`src/rtl/simple_cpu_pkg.sv`:
```
// Shared definitions for the simple_cpu data bus: I/O register word addresses
// and the two-state bus responder FSM encoding.
package simple_cpu_pkg;

  localparam int unsigned IO_DATA_W      = 16;

  localparam int unsigned IO_ADDR_SW     = 0;
  localparam int unsigned IO_ADDR_LED    = 1;
  localparam int unsigned IO_ADDR_CHG    = 2;
  localparam int unsigned IO_ADDR_IRQ_EN = 3;

  typedef logic [0:0] bus_state_t;
  localparam bus_state_t BUS_IDLE = 1'b0;
  localparam bus_state_t BUS_ACK  = 1'b1;

endpackage

```
`src/rtl/io_port_responder_if.sv`:
```
// simple_cpu data-bus request/response bundle; the CPU core is the master,
// memory-mapped peripherals are slaves.
interface io_port_responder_if
  import simple_cpu_pkg::*;
#(
  parameter int unsigned ADDR_W = 4
);
  logic                 bus_req;
  logic                 bus_we;
  logic [ADDR_W-1:0]    bus_addr;
  logic [IO_DATA_W-1:0] bus_wdata;
  logic                 bus_ready;
  logic [IO_DATA_W-1:0] bus_rdata;

  modport master (
    output bus_req, bus_we, bus_addr, bus_wdata,
    input  bus_ready, bus_rdata
  );

  modport slave (
    input  bus_req, bus_we, bus_addr, bus_wdata,
    output bus_ready, bus_rdata
  );
endinterface

```
`src/rtl/io_debounce.sv`:
```
// Switch synchronizer plus optional tick-sampled debouncer (IO_PORT_DEBOUNCE_EN).
// deb_edge flags the bits of deb that change on the coming clock edge.
module io_debounce
  import simple_cpu_pkg::*;
#(
  parameter int unsigned DEBOUNCE_CYCLES = 100000
) (
  input  logic                 clk,
  input  logic                 rst_n,
  input  logic [IO_DATA_W-1:0] sw,
  output logic [IO_DATA_W-1:0] deb,
  output logic [IO_DATA_W-1:0] deb_edge
);

  if (DEBOUNCE_CYCLES < 2) begin : g_bad_cycles
    $error("io_debounce: DEBOUNCE_CYCLES must be at least 2");
  end

  logic [IO_DATA_W-1:0] sync1_q;
  logic [IO_DATA_W-1:0] sw_sync_q;
  logic [IO_DATA_W-1:0] deb_q, deb_d;

  // NOTE: sequential state uses non-blocking assignments so every flop samples pre-edge values.
  always_ff @(posedge clk or negedge rst_n) begin
    if (!rst_n) begin
      sync1_q   <= '0;
      sw_sync_q <= '0;
    end else begin
      sync1_q   <= sw;
      sw_sync_q <= sync1_q;
    end
  end

`ifdef IO_PORT_DEBOUNCE_EN
  localparam int unsigned    CNT_W   = $clog2(DEBOUNCE_CYCLES);
  localparam logic [CNT_W-1:0] CNT_MAX = CNT_W'(DEBOUNCE_CYCLES - 1);

  logic [CNT_W-1:0]     cnt_q;
  logic                 tick;
  logic [IO_DATA_W-1:0] sample_q;
  logic [IO_DATA_W-1:0] sample_prev_q;

  assign tick = (cnt_q == CNT_MAX);

  always_ff @(posedge clk or negedge rst_n) begin
    if (!rst_n) begin
      cnt_q         <= '0;
      sample_q      <= '0;
      sample_prev_q <= '0;
    end else begin
      cnt_q <= tick ? '0 : cnt_q + 1'b1;
      if (tick) begin
        sample_q      <= sw_sync_q;
        sample_prev_q <= sample_q;
      end
    end
  end

  // A bit only moves once two consecutive tick samples agree, so a pulse
  // narrower than one tick period can never be seen twice.
  // NOTE: deb_d gets a default before any conditional update so no latch is inferred.
  always_comb begin
    deb_d = deb_q;
    if (tick) begin
      for (int i = 0; i < IO_DATA_W; i++) begin
        if (sample_q[i] == sample_prev_q[i]) deb_d[i] = sample_q[i];
      end
    end
  end
`else
  assign deb_d = sw_sync_q;
`endif

  always_ff @(posedge clk or negedge rst_n) begin
    if (!rst_n) deb_q <= '0;
    else        deb_q <= deb_d;
  end

  assign deb      = deb_q;
  assign deb_edge = deb_d ^ deb_q;

endmodule

```
`src/rtl/io_port_responder.sv`:
```
// Memory-mapped switch/LED responder on the simple_cpu data bus with change
// flags and a maskable interrupt. Optional debouncer: IO_PORT_DEBOUNCE_EN.
module io_port_responder
  import simple_cpu_pkg::*;
#(
  parameter int unsigned ADDR_W          = 4,
  parameter int unsigned DEBOUNCE_CYCLES = 100000
) (
  input  logic                 clk,
  input  logic                 rst_n,
  io_port_responder_if.slave   bus,
  input  logic [IO_DATA_W-1:0] sw,
  output logic [IO_DATA_W-1:0] led,
  output logic                 irq
);

  bus_state_t           state_q, state_d;
  logic [IO_DATA_W-1:0] led_q, led_d;
  logic [IO_DATA_W-1:0] chg_q, chg_d;
  logic [IO_DATA_W-1:0] irq_en_q, irq_en_d;
  logic [IO_DATA_W-1:0] rdata_q, rdata_d;
  logic                 irq_q;
  logic [IO_DATA_W-1:0] chg_clr;
  logic [IO_DATA_W-1:0] rd_mux;
  logic [IO_DATA_W-1:0] deb;
  logic [IO_DATA_W-1:0] deb_edge;

  io_debounce #(
    .DEBOUNCE_CYCLES (DEBOUNCE_CYCLES)
  ) u_deb (
    .clk      (clk),
    .rst_n    (rst_n),
    .sw       (sw),
    .deb      (deb),
    .deb_edge (deb_edge)
  );

  always_comb begin
    rd_mux = '0;
    case (bus.bus_addr)
      ADDR_W'(IO_ADDR_SW):     rd_mux = deb;
      ADDR_W'(IO_ADDR_LED):    rd_mux = led_q;
      ADDR_W'(IO_ADDR_CHG):    rd_mux = chg_q;
      ADDR_W'(IO_ADDR_IRQ_EN): rd_mux = irq_en_q;
      default:                 rd_mux = '0;
    endcase
  end

  // Requests are only accepted in IDLE; ACK always returns to IDLE without
  // looking at bus_req, which caps throughput at one transaction per 2 cycles.
  always_comb begin
    state_d  = state_q;
    led_d    = led_q;
    irq_en_d = irq_en_q;
    chg_clr  = '0;
    rdata_d  = '0;
    case (state_q)
      BUS_IDLE: begin
        if (bus.bus_req) begin
          state_d = BUS_ACK;
          if (bus.bus_we) begin
            case (bus.bus_addr)
              ADDR_W'(IO_ADDR_LED):    led_d    = bus.bus_wdata;
              ADDR_W'(IO_ADDR_CHG):    chg_clr  = bus.bus_wdata;
              ADDR_W'(IO_ADDR_IRQ_EN): irq_en_d = bus.bus_wdata;
              default:                 ;
            endcase
          end else begin
            rdata_d = rd_mux;
          end
        end
      end
      default: state_d = BUS_IDLE;
    endcase
    // A fresh edge beats a simultaneous write-1-to-clear.
    chg_d = (chg_q & ~chg_clr) | deb_edge;
  end

  always_ff @(posedge clk or negedge rst_n) begin
    if (!rst_n) begin
      state_q  <= BUS_IDLE;
      led_q    <= '0;
      chg_q    <= '0;
      irq_en_q <= '0;
      rdata_q  <= '0;
      irq_q    <= 1'b0;
    end else begin
      state_q  <= state_d;
      led_q    <= led_d;
      chg_q    <= chg_d;
      irq_en_q <= irq_en_d;
      rdata_q  <= rdata_d;
      irq_q    <= |(chg_q & irq_en_q);
    end
  end

  assign bus.bus_ready = (state_q == BUS_ACK);
  assign bus.bus_rdata = rdata_q;
  assign led           = led_q;
  assign irq           = irq_q;

endmodule

```
`src/flat_wrapper.sv`:
```
// flat-port wrapper written by rule: the top's interface ports become plain ports
module io_port_responder_flat import simple_cpu_pkg::*;
#(
  parameter int unsigned ADDR_W          = 4,
  parameter int unsigned DEBOUNCE_CYCLES = 100000
)
  (clk, rst_n, sw, led, irq, bus_bus_req, bus_bus_we, bus_bus_addr, bus_bus_wdata, bus_bus_ready, bus_bus_rdata);
  io_port_responder_if #(.ADDR_W(ADDR_W)) bus_i ();
  input  logic clk;
  input  logic rst_n;
  input  logic [IO_DATA_W-1:0] sw;
  output logic [IO_DATA_W-1:0] led;
  output logic irq;
  input wire logic [$bits(bus_i.bus_req)-1:0] bus_bus_req;
  input wire logic [$bits(bus_i.bus_we)-1:0] bus_bus_we;
  input wire logic [$bits(bus_i.bus_addr)-1:0] bus_bus_addr;
  input wire logic [$bits(bus_i.bus_wdata)-1:0] bus_bus_wdata;
  output wire logic [$bits(bus_i.bus_ready)-1:0] bus_bus_ready;
  output wire logic [$bits(bus_i.bus_rdata)-1:0] bus_bus_rdata;
  assign bus_i.bus_req = bus_bus_req;
  assign bus_i.bus_we = bus_bus_we;
  assign bus_i.bus_addr = bus_bus_addr;
  assign bus_i.bus_wdata = bus_bus_wdata;
  assign bus_bus_ready = bus_i.bus_ready;
  assign bus_bus_rdata = bus_i.bus_rdata;
  io_port_responder #(.ADDR_W(ADDR_W), .DEBOUNCE_CYCLES(DEBOUNCE_CYCLES)) u_core (.clk(clk), .rst_n(rst_n), .bus(bus_i), .sw(sw), .led(led), .irq(irq));
endmodule
```
`config.mk`:
```
export PLATFORM = sky130hd
export DESIGN_NAME = io_port_responder_flat
export DESIGN_NICKNAME = d
export VERILOG_FILES = /design/src/rtl/simple_cpu_pkg.sv /design/src/rtl/io_port_responder_if.sv /design/src/rtl/io_debounce.sv /design/src/rtl/io_port_responder.sv /design/src/flat_wrapper.sv
export SDC_FILE = /design/constraint.sdc
export NUM_CORES = 1
export LEC_CHECK = 0
export ABC_CLOCK_PERIOD_IN_PS = 3600
export CORE_MARGIN = 2
export CORE_UTILIZATION = 47
export CTS_CLUSTER_SIZE = 28
export DETAILED_ROUTE_END_ITERATION = 10
export GPL_TIMING_DRIVEN = 0
export MAX_ROUTING_LAYER = met4
export PLACE_DENSITY = 0.82
export SLEW_MARGIN = 25
export SYNTH_ARGS = -nofsm -noshare
export SYNTH_HDL_FRONTEND = slang
export SYNTH_SLANG_ARGS = --single-unit
```
`constraint.sdc`:
```
create_clock -name clk -period 3.6 [get_ports clk]
set_clock_uncertainty 0.2 [all_clocks]
set_input_delay 0.36 -clock clk [delete_from_list [all_inputs] [get_ports clk]]
set_output_delay 0.36 -clock clk [all_outputs]
set_load 0.02 [all_outputs]
```
==> out/summary.txt <==
Final WS setup - 1.13 ns
Top cell type by total area after synthesis - dfrtp_1
Max-cap violations - 0
CTS tree - built
Largest net degree at the start of global routing - 67
Site Rows - 35
Pre-CTS setup slack - 0.638 ns
Die Span Y - 100 um
Cells along the critical path - clkdlybuf4s50_1 -> or3_1 -> clkbuf_1 -> nor2_2 -> buf_2 -> mux2_2
Post-synthesis cell area - 4330 sq um
Fraction of post-synthesis cell area in the top cell type by area - 0.658
Final period utilization - 0.685
Die Wd - 100 um
Count of pins over their slew limit - 0
CP endpoint - u_core.led[14]
Reg2reg end - u_core.bus.bus_rdata[7]
Via density - 5.41
Initial core utilization - 0.476
GP Congestion - 0.804
Crit path max fanout - 10
Total number of vias - 2735
Worst r2r src - u_core.bus.bus_ready
Tot Pwr - 3.51 mW
Antenna fix cells - 0
I/O Buffers - 72
Mapped Nets - 329
# H-tree levels - 4
Async SR Flop Fraction - 1.00
Slowest CP cell - nor2_2
WS Path Type - input port to flip-flop
First-pass GRT wire length - 15900 um
Share of cells above drive strength 1 - 0.195
Final setup viols - 0
Clock Pin Slew Worst Setup and Hold Paths - 0.05 ns
Power per cell area - 601 nW/um^2
Type of origin of the critical path - input port
Remaining Overflow, GRT - 0
Critical Path RT - 3.79 ns
Multi-input gate area - 1410 sq um
Clock Sinks - 114
Count leader, synth - dfrtp_1
Synth-to-Final Area Change - 34.9%
Leak pwr - 2.55 nW
DRT Pass-1 Iters - 4
Main synth FF type - dfrtp_1
Core area - 9110 sq um
Final hold vios - 0
Global Route Usage Sum - 0.221
Root Driver - clkbuf_8
Crit-path max cell delay - 0.46 ns
Drt drc - 0
Hold Worst Slack - 0.0796 ns
Hold WC Path Type - input port to flip-flop
Minimum clock period - 2.47 ns
Synth Instances - 289
Initial drt markers - 140
Total Wirelength - 9600 um
# IOs - 74
Finished Layout Cells - 506
Flop2flop setup slack - 1.40 ns
Commonest cells in the netlist - dfrtp_1, mux2_2, mux2i_1, nor2b_1
Postcts setup bufs - 0
Initial antenna violation count - 0
Sequential share of the synthesized area - 0.658
FF+latch count, synth - 114
Worst reg2reg path depth - 4
Unrepaired setup endpoints after global routing - false
Nets - 422
Vias in the first global route - 3034
Filler cells - 679
FF+latch area - 2850 sq um
Full die area - 10000 sq um
Synthesized area per cell - 15.0 sq um
Synth warn - 0
Synth top area cells - dfrtp_1, mux2_2, mux2i_1
Detailed placer's ending HPWL - 6060 um
Routed len/inst - 19.0 um
Post-synthesis cell type count - 21
Status - complete, no violations
Slew @ Worst Pin - 0.748 ns
Worst skew pair latency - 0.52 ns
Antenna-violating nets left - 0
Max IR drop VDD - 0.366 mV
Number of synthesized flops with an enable pin - 0
Final Core Density - 0.641
CTS max path bufs - 2
CP startpoint - bus_bus_addr[3]
Critical path capture point type - flip-flop
Arrival time worst endpoint - 2.66 ns
Total CTS buffers - 17
Fmax - 405 MHz
Slew headroom - 0.500
Inst Count DP - 473
[layout by cell type (no fill, tap or decap)]
cell | netlist | routed
a221oi_1 | 4 | 4
clkbuf_1 | 4 | 4
nor2_2 | 2 | 2
buf_16 | 0 | 1
or3b_1 | 1 | 1
clkinv_2 | 0 | 5
clkinv_4 | 0 | 1
nand4b_1 | 1 | 1
clkbuf_16 | 0 | 16
dlygate4sd3_1 | 0 | 1
bufinv_16 | 0 | 4
or3_1 | 2 | 2
nand3b_1 | 1 | 1
buf_6 | 3 | 4
buf_2 | 5 | 5
mux2i_1 | 32 | 32
nor2b_1 | 17 | 17
dfrtp_1 | 114 | 114
o22ai_1 | 16 | 16
nand4_1 | 1 | 1
clkbuf_8 | 0 | 1
a22o_1 | 4 | 4
buf_1 | 1 | 1
and2_1 | 16 | 16
clkdlybuf4s50_1 | 0 | 71
nor4b_2 | 0 | 1
clkinvlp_4 | 0 | 5
xor2_1 | 16 | 16
mux2_2 | 32 | 32
a211o_1 | 16 | 16
[kinds of logic after synthesis]
family / after synthesis / synth area share
AOI/OAI and AO/OA: 40 / 0.0716
xor gates and xnor gates: 16 / 0.0323
buffers and inverters: 13 / 0.0179
DFF: 114 / 0.658
muxes: 64 / 0.157
and+or+nand+nor: 42 / 0.0627
[flip-flops by register name (all words and copies together), names as in the netlist]
| register | cells |
|---|---|
| u_core.irq | 1 |
| u_core.led | 16 |
| u_core.bus.bus_rdata | 16 |
| u_core.u_deb.deb | 16 |
| u_core.u_deb.deb_d | 16 |
| u_core.chg_q | 16 |
| u_core.irq_en_q | 16 |
| u_core.bus.bus_ready | 1 |
| u_core.u_deb.sync1_q | 16 |
[worst min path at each step]
stage                            startpoint                      end  slack, ns  cells after the start
floorplan                             rst_n  u_core.bus.bus_rdata[0]      -0.14                      0
finish                                sw[2]  u_core.u_deb.sync1_q[2]       0.08                      1
CTS                                   sw[7]  u_core.u_deb.sync1_q[7]       0.06                      1
detailed placement                    rst_n            u_core.led[9]       0.13                      1
global route                          sw[8]  u_core.u_deb.sync1_q[8]       0.06                      1
global placement    u_core.u_deb.sync1_q[4]    u_core.u_deb.deb_d[4]       0.13                      0
[where the power goes]
group / total, mW / leakage (nW) / switching, mW / internal [mW]
sequential: 1.44 / 1.36 / 0.0698 / 1.37
combinational: 0.369 / 0.898 / 0.169 / 0.200
clock: 1.70 / 0.285 / 0.581 / 1.11
total: 3.51 / 2.55 / 0.820 / 2.69
[through the flow]
step                instance area [sq um]  setup TNS (ns)
floorplan                            4330               0
global placement                     5190         -245.98
detailed placement                   5230               0
CTS                                  5840               0
global route                         5840               0
finish                               5840               0
[layer usage]
metal  routed length [um]  vias to the layer above  track usage
li1                     -                     1226            -
met1                 3940                     1403        0.260
met2                 4960                       88        0.362
met3                  502                       18       0.0655
met4                  195                        0       0.0854
met5                    0                        -            -
[layout make-up]
class | instances | area share
multi-input combinational | 162 | 0.241
buffer | 13 | 0.0133
timing repair buffer | 74 | 0.130
tap | 111 | 0.0238
clock inverter | 15 | 0.0328
clock buffer | 17 | 0.0709
sequential | 114 | 0.488
[worst max-delay path, delay by kind of cell]
kind | cells | cell delay [ns]
buffers and inverters | 3 | 1.09
and+or+nand+nor | 2 | 0.82
muxes | 1 | 0.38
[timing repair]
| action | CTS | global route |
|---|---|---|
| hold endpoints to repair | 49 | 0 |
| gates resized for setup | 0 | 0 |
| hold buffers | 1 | 0 |
Power figures use the tool's default switching activity.
